## src/rtl/ram_uart_dump.sv

```systemverilog
// ram_uart_dump: once `start` is seen in IDLE, reads data RAM words
// 0..DUMP_DEPTH-1 and sends each one as 8N1 UART frames on `tx`.
//
// State table:
//   IDLE  | waiting for start
//   READ  | ram_rd_en pulse for the current address
//   LATCH | capture ram_data into the word register
//   LOAD  | select the next byte of the word into the shift register
//   START | start bit (tx=0)
//   DATA  | 8 data bits, LSB first
//   STOP  | stop bit (tx=1)
//   DONE  | dump finished; waits for start=0 before re-arming
//
// Ports:
//   clk       in   system clock, rising edge
//   reset     in   synchronous active-low reset
//   start     in   level-sensitive dump request
//   ram_addr  out  RAM read address
//   ram_rd_en out  one-cycle read strobe per word
//   ram_data  in   RAM read data, valid the cycle after ram_rd_en
//   tx        out  UART line, idle high
//   busy      out  dump in progress
//   done      out  high while in DONE
//
// Build option: define RAM_DUMP_HEX_EN to send each word as four upper-case
// hex digits followed by CR LF; otherwise two raw bytes, high byte first.
module ram_uart_dump #(
  parameter int CLKS_PER_BIT = 868,
  parameter int ADDR_WIDTH   = 6,
  parameter int DATA_WIDTH   = 16,
  parameter int DUMP_DEPTH   = 64
) (
  input  logic                  clk,
  input  logic                  reset,
  input  logic                  start,
  output logic [ADDR_WIDTH-1:0] ram_addr,
  output logic                  ram_rd_en,
  input  logic [DATA_WIDTH-1:0] ram_data,
  output logic                  tx,
  output logic                  busy,
  output logic                  done
);

`ifdef RAM_DUMP_HEX_EN
  localparam int BYTES_PER_WORD = 6;
`else
  localparam int BYTES_PER_WORD = 2;
`endif
  localparam int BAUD_W = $clog2(CLKS_PER_BIT);
  localparam logic [BAUD_W-1:0]     BAUD_LOAD = BAUD_W'(CLKS_PER_BIT - 1);
  localparam logic [ADDR_WIDTH-1:0] LAST_ADDR = ADDR_WIDTH'(DUMP_DEPTH - 1);
  localparam logic [2:0]            LAST_BYTE = 3'(BYTES_PER_WORD - 1);

  typedef enum logic [2:0] {
    IDLE, READ, LATCH, LOAD, START, DATA, STOP, DONE
  } state_t;

  state_t                state, state_nx;
  logic [BAUD_W-1:0]     baud_cnt;
  logic                  baud_tc;
  logic [2:0]            bit_cnt;
  logic [2:0]            byte_idx;
  logic [DATA_WIDTH-1:0] word;
  logic [7:0]            shreg;
  logic [7:0]            next_byte;

  assign baud_tc = (baud_cnt == '0);

`ifdef RAM_DUMP_HEX_EN
  function automatic logic [7:0] hex_ascii(input logic [3:0] nib);
    // 'A' - 10 = 0x37
    return (nib < 4'd10) ? (8'h30 + {4'h0, nib}) : (8'h37 + {4'h0, nib});
  endfunction

  always_comb begin
    next_byte = 8'h0A;
    case (byte_idx)
      3'd0:    next_byte = hex_ascii(word[15:12]);
      3'd1:    next_byte = hex_ascii(word[11:8]);
      3'd2:    next_byte = hex_ascii(word[7:4]);
      3'd3:    next_byte = hex_ascii(word[3:0]);
      3'd4:    next_byte = 8'h0D;
      default: next_byte = 8'h0A;
    endcase
  end
`else
  always_comb begin
    next_byte = (byte_idx == 3'd0) ? word[15:8] : word[7:0];
  end
`endif

  always_ff @(posedge clk) begin
    if (!reset) state <= IDLE;
    else        state <= state_nx;
  end

  always_comb begin
    state_nx  = state;
    ram_rd_en = 1'b0;
    tx        = 1'b1;
    busy      = 1'b1;
    done      = 1'b0;
    case (state)
      IDLE: begin
        busy = 1'b0;
        if (start) state_nx = READ;
      end
      READ: begin
        ram_rd_en = 1'b1;
        state_nx  = LATCH;
      end
      LATCH: state_nx = LOAD;
      LOAD:  state_nx = START;
      START: begin
        tx = 1'b0;
        if (baud_tc) state_nx = DATA;
      end
      DATA: begin
        tx = shreg[0];
        if (baud_tc && bit_cnt == 3'd7) state_nx = STOP;
      end
      STOP: begin
        if (baud_tc) begin
          if (byte_idx != LAST_BYTE)      state_nx = LOAD;
          else if (ram_addr != LAST_ADDR) state_nx = READ;
          else                            state_nx = DONE;
        end
      end
      DONE: begin
        busy = 1'b0;
        done = 1'b1;
        if (!start) state_nx = IDLE;
      end
      default: state_nx = IDLE;
    endcase
  end

  always_ff @(posedge clk) begin
    if (!reset) begin
      baud_cnt <= '0;
      bit_cnt  <= '0;
      byte_idx <= '0;
      ram_addr <= '0;
      word     <= '0;
      shreg    <= '1;
    end else begin
      // Down-counter runs only inside a bit; everywhere else it sits preloaded
      // so the first bit of every frame gets its full CLKS_PER_BIT cycles.
      if ((state == START || state == DATA || state == STOP) && !baud_tc)
        baud_cnt <= baud_cnt - 1'b1;
      else
        baud_cnt <= BAUD_LOAD;

      if (state == DATA) begin
        if (baud_tc) begin
          bit_cnt <= bit_cnt + 3'd1;
          shreg   <= {1'b1, shreg[7:1]};
        end
      end else begin
        bit_cnt <= '0;
      end

      case (state)
        IDLE:  ram_addr <= '0;
        READ:  byte_idx <= '0;
        LATCH: word     <= ram_data;
        LOAD:  shreg    <= next_byte;
        STOP: begin
          if (state_nx == LOAD) byte_idx <= byte_idx + 3'd1;
          if (state_nx == READ) ram_addr <= ram_addr + 1'b1;
        end
        default: ;
      endcase
    end
  end

endmodule

```

## config.mk

```make
export PLATFORM = sky130hd
export DESIGN_NAME = ram_uart_dump
export DESIGN_NICKNAME = d
export VERILOG_FILES = /design/src/rtl/ram_uart_dump.sv
export SDC_FILE = /design/constraint.sdc
export NUM_CORES = 1
export LEC_CHECK = 0
export CORE_ASPECT_RATIO = 0.6
export CORE_UTILIZATION = 45
export DETAILED_ROUTE_END_ITERATION = 10
export PLACE_DENSITY_LB_ADDON = 0.08
export SYNTH_ARGS = -nofsm -noshare
export SYNTH_HDL_FRONTEND = slang
export SYNTH_SLANG_ARGS = --single-unit
```

## constraint.sdc

```tcl
create_clock -name clk -period 2.87 [get_ports clk]
set_input_delay 0.574 -clock clk [delete_from_list [all_inputs] [get_ports clk]]
set_output_delay 0.574 -clock clk [all_outputs]
set_load 0.01 [all_outputs]
```

==> metrics.md <==
| Metric | Value |
|---|---|
| Outcome | `finished, final reports clean` |
| Adder and majority gate portion of the synthesized area | `approximately 4.0%` |
| Final estimated routing congestion in global placement | `~0.82` |
| Share of total power in sequential cells | `56.0%` |
| Relative max-transition margin | `57.61%` |
| Share of synthesized area occupied by flip-flops and latches | `38.72%` |
| Setup repair after global routing missed its margin | `no` |
| Number of nets in the layout | `352` |
| Required time worst endpoint | `2300 ps` |
| GR peak layer | `met1` |
| Combinational power share | `14.7%` |
| Cell area power density | `between 400 and 500 nW/um^2` |
| Clk Tree Root Cell | `sky130_fd_sc_hd__clkbuf_8` |
| Wire length of the first global-routing pass | `9.384 mm` |
| Post-CTS setup buffer count | `0` |
| Clk sinks | `49` |
| Measured slew at the worst slew-check pin | `629.3 ps` |
| Share of synthesized cell area in and, or, nand and nor gates | `approximately 28%` |
| Maximum clock insertion buffer count | `2` |
| Die span in x | `98.87 um` |
| Antenna violation net count after detailed routing | `0` |
| Fin. Hold Viols | `0` |
| Via count of the first global-routing pass | `1901` |
| Post-Synth XOR/XNOR Area | `under 10%` |
| Area overhead of the layout relative to synthesis | `16.79%` |
| Final period demand of the worst path | `2678 ps` |
| Critical Path AT | `2100 ps` |
| Met1 Resource Use GR | `31.55%` |
| Internal power summed over all cells | `approximately 950 uW` |
| Total global-route track usage | `20.49%` |
| Initial antenna violation count | `0` |
| Crit share post-route | `93.30%` |
| Clock skew | `4.977 ps` |
| Switching portion of total power | `26.93%` |
| Number of buffers added to fix hold violations after cts | `0` |
| Max frequency | `around 370 MHz` |
| Worst-path fanout max | `14` |
| Clock network latency to the later pin of the worst-skew pair | `about 290 ps` |
| Number of nets in the synthesized netlist | `324` |
| Setup Total Neg Slack | `0 ps` |
| Overall die area | `between 5000 and 6000 sq um` |
| Total of fill cells in the finished design | `519` |
| Critical path class | `reg -> out` |
| CTS HTree Levels | `2` |
| Port Buffers | `28` |
| Global-route met3 utilization | `~4.6%` |
| Drt first-iter violations | `110` |
| Pin count of the biggest net entering global routing | `17` |
| Peak supply drop | `0.0002252 V` |
| Area inside the core boundary | `5230 sq um` |
| Average cell area after synthesis | `8.531 sq um` |
| Gr ovfl total | `0` |
| Setup WS post-layout | `192.2 ps` |
| Yosys Warn Count | `0` |
| NetSw | `351.7 uW` |
| Fin. max-slew vios | `0` |
| HP Class | `reg -> reg` |
| Count of flip-flops with a built-in enable after synthesis | `0` |
| Count of state elements after synthesis | `49` |
| Count of instances resized after the clock tree is built | `0` |
| Count of different cell masters after synthesis | `50` |
| Number of vias per cell | `5.615` |
| Detail-routed net length per standard cell | `roughly 15 um` |
| Setup crit end kind | `primary output` |
| Clock slew seen by the registers of the worst setup and hold paths | `roughly 90 ps` |
| Share of cells above drive strength 1 | `7.716%` |
| Leakage dissipation | `1.023 nW` |
| Async set or reset register ratio after synthesis | `0%` |
| Y dimension of the die | `between 60 and 70 um` |
| Category of the worst setup path launch point | `flip-flop` |
| Clock tree from TritonCTS | `yes` |
| Clock network fraction of total power | `29.3%` |
| Number of antenna cells inserted | `0` |
| Top-level I/O count | `29` |
| Count of mapped cells out of synthesis | `about 300` |
| Starting Density | `48.44%` |
| Final WL | `between 5 and 6 mm` |
| Via total after detailed routing | `2190` |
| Site Rows | `20` |
| Number of search-and-repair iterations in the first detailed-routing pass | `4` |
| Multiplexer area fraction after synthesis | `1.580%` |
| Half-perimeter wire length of the detailed placement result | `4.147 mm` |
| Largest family of logic cells by synthesized area | `simple AND/OR/NAND/NOR gates` |
| DRC violations left | `0` |
| Max Cap Violations | `0` |
| Worst Setup Slack post-DPL | `around 530 ps` |
| Routing usage on met2 | `28.37%` |
| Setup Viol. Count Final | `0` |
| Synth Area in Compound Gates | `20.49%` |
| Total standard cell area after synthesis | `~2500 sq um` |
| Number of buffers added by the clock tree synthesis step | `5` |
| Post-synth top flop | `sky130_fd_sc_hd__dfxtp_1` |
-- area by class of cell --
type / instances / area (sq um) / area share, %
Clock buffer: 5 / 68.82 / 2.326
Clock inverter: 1 / 5.005 / 0.1691
Inverter: 12 / 45.04 / 1.522
Multi-Input combinational cell: 222 / 1444 / 48.79
Sequential cell: 49 / 980.9 / 33.15
Tap cell: 66 / 82.58 / 2.791
Timing Repair Buffer: 35 / 332.8 / 11.25
-- final timing paths --
kind | endpoint | slack, ps | from | depth (start not counted)
max reg2reg | ram_addr[0]$_SDFFE_PN0P_ | 870 | baud_cnt[0]$_SDFF_PN0_ | 6
max | done | 190 | state[0]$_SDFF_PN0_ | 3
min reg2reg | word[5]$_SDFFE_PN0P_ | 460 | word[5]$_SDFFE_PN0P_ | 2
min | word[5]$_SDFFE_PN0P_ | 460 | word[5]$_SDFFE_PN0P_ | 2
-- layout by cell type (no fill, tap or decap), types with 2 or more instances in the layout --
| master | instances |
|---|---|
| sky130_fd_sc_hd__inv_1 | 12 |
| sky130_fd_sc_hd__nand3_1 | 17 |
| sky130_fd_sc_hd__nor2_1 | 19 |
| sky130_fd_sc_hd__nor3_4 | 2 |
| sky130_fd_sc_hd__o311ai_0 | 7 |
| sky130_fd_sc_hd__clkbuf_8 | 5 |
| sky130_fd_sc_hd__o211ai_1 | 7 |
| sky130_fd_sc_hd__buf_4 | 7 |
| sky130_fd_sc_hd__dfxtp_1 | 49 |
| sky130_fd_sc_hd__nor3b_1 | 2 |
| sky130_fd_sc_hd__clkdlybuf4s50_1 | 28 |
| sky130_fd_sc_hd__a31oi_1 | 2 |
| sky130_fd_sc_hd__nand4_1 | 7 |
| sky130_fd_sc_hd__a21boi_1 | 3 |
| sky130_fd_sc_hd__a211oi_1 | 8 |
| sky130_fd_sc_hd__a21boi_0 | 21 |
| sky130_fd_sc_hd__nand2b_1 | 2 |
| sky130_fd_sc_hd__xnor2_1 | 5 |
| sky130_fd_sc_hd__o21ai_0 | 5 |
| sky130_fd_sc_hd__mux2i_1 | 4 |
| sky130_fd_sc_hd__xor2_1 | 3 |
| sky130_fd_sc_hd__ha_1 | 8 |
| sky130_fd_sc_hd__and2b_1 | 2 |
| sky130_fd_sc_hd__nor2b_1 | 13 |
| sky130_fd_sc_hd__nor3_1 | 7 |
| sky130_fd_sc_hd__a21oi_1 | 5 |
| sky130_fd_sc_hd__nand2_1 | 49 |
| sky130_fd_sc_hd__and3b_1 | 2 |
-- per-stage QoR --
stage / utilization [%] / hold WS (ps) / std cells / area (sq um) / power (mW)
2_1_floorplan: - / 435.9 / 297 / 2534 / 0.8621
3_3_place_gp: 55.17 / 447.1 / 384 / 2885 / 0.9371
3_5_place_dp: 55.17 / 451.5 / 384 / 2885 / 0.9380
4_1_cts: 56.58 / 465.2 / 390 / 2959 / 1.312
5_1_grt: 56.58 / 480.2 / 390 / 2959 / 1.364
6_report: 56.58 / 462.1 / 390 / 2959 / 1.306
-- synth_stat cells, types with 3 or more instances --
cell	instances	area (sq um)
sky130_fd_sc_hd__a21oi_1	5	25.02
sky130_fd_sc_hd__o311ai_0	7	61.31
sky130_fd_sc_hd__a21boi_0	21	157.7
sky130_fd_sc_hd__nand2_1	49	183.9
sky130_fd_sc_hd__xor2_1	3	26.28
sky130_fd_sc_hd__nor2_1	19	71.32
sky130_fd_sc_hd__inv_1	12	45.04
sky130_fd_sc_hd__dfxtp_1	49	980.9
sky130_fd_sc_hd__xnor2_1	5	43.79
sky130_fd_sc_hd__nand4_1	7	43.79
sky130_fd_sc_hd__a211oi_1	8	60.06
sky130_fd_sc_hd__nor3_1	7	35.03
sky130_fd_sc_hd__nor2b_1	13	81.33
sky130_fd_sc_hd__a21boi_1	3	22.52
sky130_fd_sc_hd__ha_1	8	100.1
sky130_fd_sc_hd__mux2i_1	4	40.04
sky130_fd_sc_hd__clkbuf_1	7	26.28
sky130_fd_sc_hd__nand3_1	17	85.08
sky130_fd_sc_hd__o21ai_0	5	25.02
sky130_fd_sc_hd__buf_2	6	30.03
sky130_fd_sc_hd__o211ai_1	7	52.55
-- flip-flops by register name, summed over array words and instances, names as in the netlist --
register and cells:
ram_addr 6, bit_cnt 3, baud_cnt 10, word 16, state 3, byte_idx 3
shreg 8
-- cell families (layout without fill, tap and decap cells) --
logic type / after synthesis / count (layout)
and+or+nand+nor: 134 / 134
AOI/OAI and AO/OA: 68 / 68
DFF: 49 / 49
buffers and inverters: 26 / 53
adders and majority gates: 8 / 8
xor gates and xnor gates: 8 / 8
muxes: 4 / 4
-- critical path: stages, from the launching register on --
cell and delay, ps:
sky130_fd_sc_hd__dfxtp_1 570, sky130_fd_sc_hd__inv_1 240, sky130_fd_sc_hd__nor3_1 390, sky130_fd_sc_hd__clkdlybuf4s50_1 610
-- power by group through the flow --
stage / Clock (mW) / Combinational [mW] / Sequential, mW
2_1_floorplan: 0 / 0.130 / 0.732
6_report: 0.383 / 0.191 / 0.731
3_5_place_dp: 0 / 0.191 / 0.747
5_1_grt: 0.417 / 0.211 / 0.736
3_3_place_gp: 0 / 0.192 / 0.745
4_1_cts: 0.389 / 0.192 / 0.731
-- metal layers --
layer | share of wire (%) | wire [um]
met3 | 4.7 | 266
met5 | 0 | 0
met4 | 0.33 | 19
met2 | 39 | 2224
met1 | 56 | 3194
Note: power is estimated with default switching activity, not from simulation.
